--- src/rtl/spi_reg_pkg.sv ---
// Shared constants, frame layout and FSM state type for the SPI register bank.
// Addresses of the control registers that feed the PWM stage.
package spi_reg_pkg;

    localparam int NUM_REGS   = 5;
    localparam int ADDR_W     = 7;
    localparam int DATA_W     = 8;
    localparam int FRAME_BITS = 1 + ADDR_W + DATA_W;
    localparam int CNT_W      = 5;

    // The counter stops one past a full frame so long frames stay distinguishable.
    localparam logic [CNT_W-1:0] CNT_FULL = CNT_W'(FRAME_BITS);
    localparam logic [CNT_W-1:0] CNT_SAT  = CNT_W'(FRAME_BITS + 1);

    localparam logic [ADDR_W-1:0] ADDR_EN_OUT_LO = 7'd0;
    localparam logic [ADDR_W-1:0] ADDR_EN_OUT_HI = 7'd1;
    localparam logic [ADDR_W-1:0] ADDR_EN_PWM_LO = 7'd2;
    localparam logic [ADDR_W-1:0] ADDR_EN_PWM_HI = 7'd3;
    localparam logic [ADDR_W-1:0] ADDR_DUTY      = 7'd4;

    typedef enum logic [1:0] {
        WAIT_IDLE = 2'd0,
        IDLE      = 2'd1,
        SHIFT     = 2'd2
    } state_t;

endpackage

--- src/rtl/sync_edge_detect.sv ---
// One-cycle delay of an already-synchronized level, with rise/fall pulses.
// RESET_VAL is the idle level of the line so reset release does not fake an edge.
module sync_edge_detect #(
    parameter logic RESET_VAL = 1'b0
) (
    input  logic clk,
    input  logic rst,
    input  logic din,
    output logic rise,
    output logic fall
);

    logic din_d;

    always_ff @(posedge clk) begin
        if (rst) begin
            din_d <= RESET_VAL;
        end else begin
            din_d <= din;
        end
    end

    assign rise = din & ~din_d;
    assign fall = ~din & din_d;

endmodule

--- src/rtl/spi_reg_bank.sv ---
// Write-only SPI mode-0 target: deserializes 16-bit frames and commits them
// into a small bank of 8-bit control registers for the PWM stage.
module spi_reg_bank
    import spi_reg_pkg::*;
(
    input  logic                       clk,
    input  logic                       rst,
    input  logic                       sclk,
    input  logic                       copi,
    input  logic                       ncs,
    output logic [NUM_REGS*DATA_W-1:0] regs,
    output logic                       wr_strobe,
    output logic [ADDR_W-1:0]          wr_addr,
    output logic                       frame_err
);

    state_t                  state;
    state_t                  state_next;
    logic [CNT_W-1:0]        bit_cnt;
    logic [CNT_W-1:0]        bit_cnt_next;
    logic [FRAME_BITS-1:0]   shift_q;
    logic [FRAME_BITS-1:0]   shift_next;
    logic [DATA_W-1:0]       reg_q [NUM_REGS];

    logic sclk_rise;
    logic sclk_fall_unused;
    logic ncs_rise;
    logic ncs_fall;
    logic commit;
    logic discard;

    logic              frame_rw;
    logic [ADDR_W-1:0] frame_addr;
    logic [DATA_W-1:0] frame_data;
    logic              addr_ok;

    sync_edge_detect #(.RESET_VAL(1'b0)) u_sclk_edge (
        .clk  (clk),
        .rst  (rst),
        .din  (sclk),
        .rise (sclk_rise),
        .fall (sclk_fall_unused)
    );

    sync_edge_detect #(.RESET_VAL(1'b1)) u_ncs_edge (
        .clk  (clk),
        .rst  (rst),
        .din  (ncs),
        .rise (ncs_rise),
        .fall (ncs_fall)
    );

    assign frame_rw   = shift_q[FRAME_BITS-1];
    assign frame_addr = shift_q[FRAME_BITS-2 -: ADDR_W];
    assign frame_data = shift_q[DATA_W-1:0];
    assign addr_ok    = (frame_addr < ADDR_W'(NUM_REGS));

    // ncs_rise is tested before sclk_rise so a coincident clock edge is dropped.
    always_comb begin
        state_next   = state;
        bit_cnt_next = bit_cnt;
        shift_next   = shift_q;
        commit       = 1'b0;
        discard      = 1'b0;
        case (state)
            WAIT_IDLE: begin
                if (ncs) begin
                    state_next = IDLE;
                end
            end
            IDLE: begin
                if (ncs_fall) begin
                    state_next   = SHIFT;
                    bit_cnt_next = '0;
                    shift_next   = '0;
                end
            end
            SHIFT: begin
                if (ncs_rise) begin
                    state_next = IDLE;
                    if ((bit_cnt != CNT_FULL) || !addr_ok) begin
                        discard = 1'b1;
                    end else if (frame_rw) begin
                        commit = 1'b1;
                    end
                end else if (sclk_rise && !ncs) begin
                    shift_next = {shift_q[FRAME_BITS-2:0], copi};
                    if (bit_cnt != CNT_SAT) begin
                        bit_cnt_next = bit_cnt + 1'b1;
                    end
                end
            end
            default: begin
                state_next = WAIT_IDLE;
            end
        endcase
    end

    always_ff @(posedge clk) begin
        if (rst) begin
            state     <= WAIT_IDLE;
            bit_cnt   <= '0;
            shift_q   <= '0;
            wr_strobe <= 1'b0;
            frame_err <= 1'b0;
            wr_addr   <= '0;
            for (int k = 0; k < NUM_REGS; k++) begin
                reg_q[k] <= '0;
            end
        end else begin
            state     <= state_next;
            bit_cnt   <= bit_cnt_next;
            shift_q   <= shift_next;
            wr_strobe <= commit;
            frame_err <= discard;
            if (commit) begin
                wr_addr <= frame_addr;
                for (int k = 0; k < NUM_REGS; k++) begin
                    if (frame_addr == ADDR_W'(k)) begin
                        reg_q[k] <= frame_data;
                    end
                end
            end
        end
    end

    for (genvar g = 0; g < NUM_REGS; g++) begin : g_flat
        assign regs[g*DATA_W +: DATA_W] = reg_q[g];
    end

endmodule

--- config.mk ---
export PLATFORM = sky130hd
export DESIGN_NAME = spi_reg_bank
export DESIGN_NICKNAME = d
export VERILOG_FILES = /design/src/rtl/spi_reg_pkg.sv /design/src/rtl/sync_edge_detect.sv /design/src/rtl/spi_reg_bank.sv
export SDC_FILE = /design/constraint.sdc
export NUM_CORES = 1
export LEC_CHECK = 0
export CAP_MARGIN = 0
export CORE_ASPECT_RATIO = 0.8
export CORE_MARGIN = 8
export CORE_UTILIZATION = 50
export DETAILED_ROUTE_END_ITERATION = 7
export PLACE_DENSITY = 0.87
export SLEW_MARGIN = 20
export SYNTH_ARGS = -nofsm -noshare
export SYNTH_HDL_FRONTEND = slang
export SYNTH_SLANG_ARGS = --single-unit
--- constraint.sdc ---
create_clock -name clk -period 2.6 [get_ports clk]
set_input_delay 0.65 -clock clk [delete_from_list [all_inputs] [get_ports clk]]
set_output_delay 0.65 -clock clk [all_outputs]
set_load 0.01 [all_outputs]
==> results.cfg <==
[run_status]
status = completed

[synthesis]
yosys.area.top_type = edfxtp_1
yosysTopAreaCellShare_pct = 43.0
synthesis.area_um2 = 2790
synth-seq-cells = 74
synth_area_leaders = edfxtp_1 (43%), dfxtp_1 (24%), mux2i_1 (5.4%), and2_1 (3.8%), nor2_1 (3.0%)
syn_inst = 209
async_reset_ff_share_pct = 0
yosys_warnings = 0
synth.distinct_cells = 42
avgSynthCellArea_um2 = 13.4
ys.flop_type = edfxtp_1
synth_edf_count = 40
syn_nets = 217
ys_seq_area_share_pct = 67.4

[clock_network]
cts_max_level = 3
cts_tree = yes
clock_path_buffers = 2
cts_resized = 0
postCtsSetupRepairBufs = 0
clock_latency_ns = 0.35
clk_pin_slew_worst_paths_ns = 0.08
clockRootBuffer = clkbuf_8
clock-sinks = 74
ctsHoldBuffers = 0
cts_buffers = 9

[power]
max-vdd-ir-drop_v = 0.000397
pwr_density_cell_nw_per_um2 = 642
p_leak_nw = 1.28

[route]
wl_um = 5890
first_pass_iters = 4
ant_nets = 0
remaining_drc_errors = 0
drt-initial-drc-count = 128
vias_per_cell = 5.06
wl_per_cell_um = 16.7
vias = 1787

[floorplanning]
start_util_pct = 51.4
ios = 54
dieHeight_um = 82.8
dieArea_um2 = 8250
die_w_um = 99.6
fp-row-count = 24
coreArea_um2 = 5440

[sta]
setup-violations-final = 0
setup_tns_ns = 0
post-route-min-period_ns = 2.31
finalClockSkew_ns = 0.0111
finalCritPeriodShare_pct = 88.8
tightestPinTransition_ns = 0.526
rsz0062_at_grt = false
finalHoldViolations = 0
timing.fmax_ghz = 0.433
slew_viol_final = 0
relSlewSlack_pct = 64.9

[placement]
place.gp.congestion = 0.836
hpwl_um = 4180
port-buffer-count = 53
dpl_cell_area_um2 = 3430

[min_path]
hp-class = reg2reg
hp-start = wr_addr[6]

[finish]
fin_area_um2 = 3630
final_common_cell = clkdlybuf4s50_1
mostFrequentLayoutCells = clkdlybuf4s50_1 (53), edfxtp_1 (40), dfxtp_1 (34)
drive_gt1_share_pct = 16.0
fillers = 413
diodes = 0
fin_nets = 278
seqCellArea_um2 = 1880
multiInputGateArea_um2 = 845
area_growth_pct = 29.9

[global_route]
grt_overflow_total = 0
grt_pass1_vias = 1807
grt_start_max_net_pins = 32
antenna_found_initial = 0
grt_pass1_wl_um = 9540
grt.total_usage_pct = 14.8

[critical_path]
cp-end-kind = flop
path_class = reg2reg
cp_max_fo = 11
cpMaxStageDelayCell = or3b_2
path_cells = or3b_2 -> nor4_2 -> and3b_1 -> a31o_2
start_kind = flop
crit_path_start = bit_cnt[4]
arrival_ns = 2.33
reg2reg_from = bit_cnt[4]
slowest_delay_ns = 0.49
cp.required_ns = 2.63

[run]
cap_violations = 0
-- routing by layer --
layer	wire length (µm)	GRT usage (%)	share of wire, %
met5	0	0	0
met4	48	4.53	0.82
met3	531	7.17	9.0
met2	2680	22.8	46
met1	2630	17.9	45
-- Yosys cell counts, types with 2 or more instances --
| cell | instances |
|---|---|
| a31o_2 | 4 |
| mux2i_1 | 15 |
| clkbuf_1 | 5 |
| a21boi_0 | 2 |
| a211oi_1 | 2 |
| nand3_1 | 5 |
| and2_1 | 17 |
| a21oi_1 | 5 |
| edfxtp_1 | 40 |
| nand2_1 | 2 |
| nor3_1 | 4 |
| ha_1 | 3 |
| nor2b_1 | 2 |
| inv_1 | 4 |
| o21ai_0 | 3 |
| dfxtp_1 | 34 |
| buf_2 | 2 |
| and2_2 | 9 |
| xnor2_1 | 2 |
| nor2_1 | 22 |
| a22o_2 | 3 |
| nand2b_1 | 3 |
| nor3b_1 | 2 |
-- final timing paths --
path / end / cells past startpoint / slack [ns]
min reg2reg: wr_addr[6] / 1 / 0.47
min: wr_addr[6] / 1 / 0.47
max reg2reg: reg_q[0][4] / 4 / 0.29
max: reg_q[0][4] / 4 / 0.29
-- critical path, delay by kind of cell, from the launching register on --
kind            cells  cell delay (ns)
compound gates      1             0.40
flops               1             0.38
simple gates        3             1.21
-- layout make-up --
type,count,share of cell area [%]
Clock buffer,9,3.41
Clock inverter,7,2.10
Inverter,4,0.414
Multi-Input combinational cell,122,23.3
Sequential cell,74,51.9
Tap cell,78,2.69
Timing Repair Buffer,59,16.2
-- per-stage QoR --
| stage | total power (W) | util, % | instances | setup slack [ns] | hold slack (ns) |
|---|---|---|---|---|---|
| finish | 0.00233 | 66.7 | 353 | 0.291 | 0.471 |
| global placement | 0.00146 | 63.1 | 337 | 0.184 | 0.441 |
| detailed placement | 0.00147 | 63.1 | 337 | 0.116 | 0.443 |
| floorplan | 0.00137 | - | 209 | 0.583 | 0.460 |
| global route | 0.00241 | 66.7 | 353 | 0.227 | 0.485 |
| CTS | 0.00235 | 66.7 | 353 | 0.319 | 0.471 |
-- sequential cells by signal, summed over array words and instances (netlist names) --
| signal | count |
|---|---|
| reg_q | 40 |
| u_ncs_edge.din_d | 1 |
| wr_strobe | 1 |
| shift_q | 16 |
| bit_cnt | 5 |
| state | 2 |
| u_sclk_edge.din_d | 1 |
| wr_addr | 7 |
| frame_err | 1 |
-- cell families after synthesis --
| group | count (synthesis) | share of synthesized area [%] |
|---|---|---|
| adders and majority gates | 3 | 1.34 |
| AOI/OAI and AO/OA | 23 | 6.00 |
| muxes | 16 | 5.78 |
| DFF | 74 | 67.4 |
| and+or+nand+nor | 78 | 16.4 |
| buffers and inverters | 13 | 2.51 |
| xor gates and xnor gates | 2 | 0.627 |
-- power by group --
group          switching, W  total (W)  internal [W]
registers         0.0000162    0.00128       0.00126
clock network      0.000439   0.000888      0.000450
logic             0.0000781   0.000161     0.0000827
total              0.000533    0.00233       0.00180
Note: power is estimated with default switching activity, not from simulation.
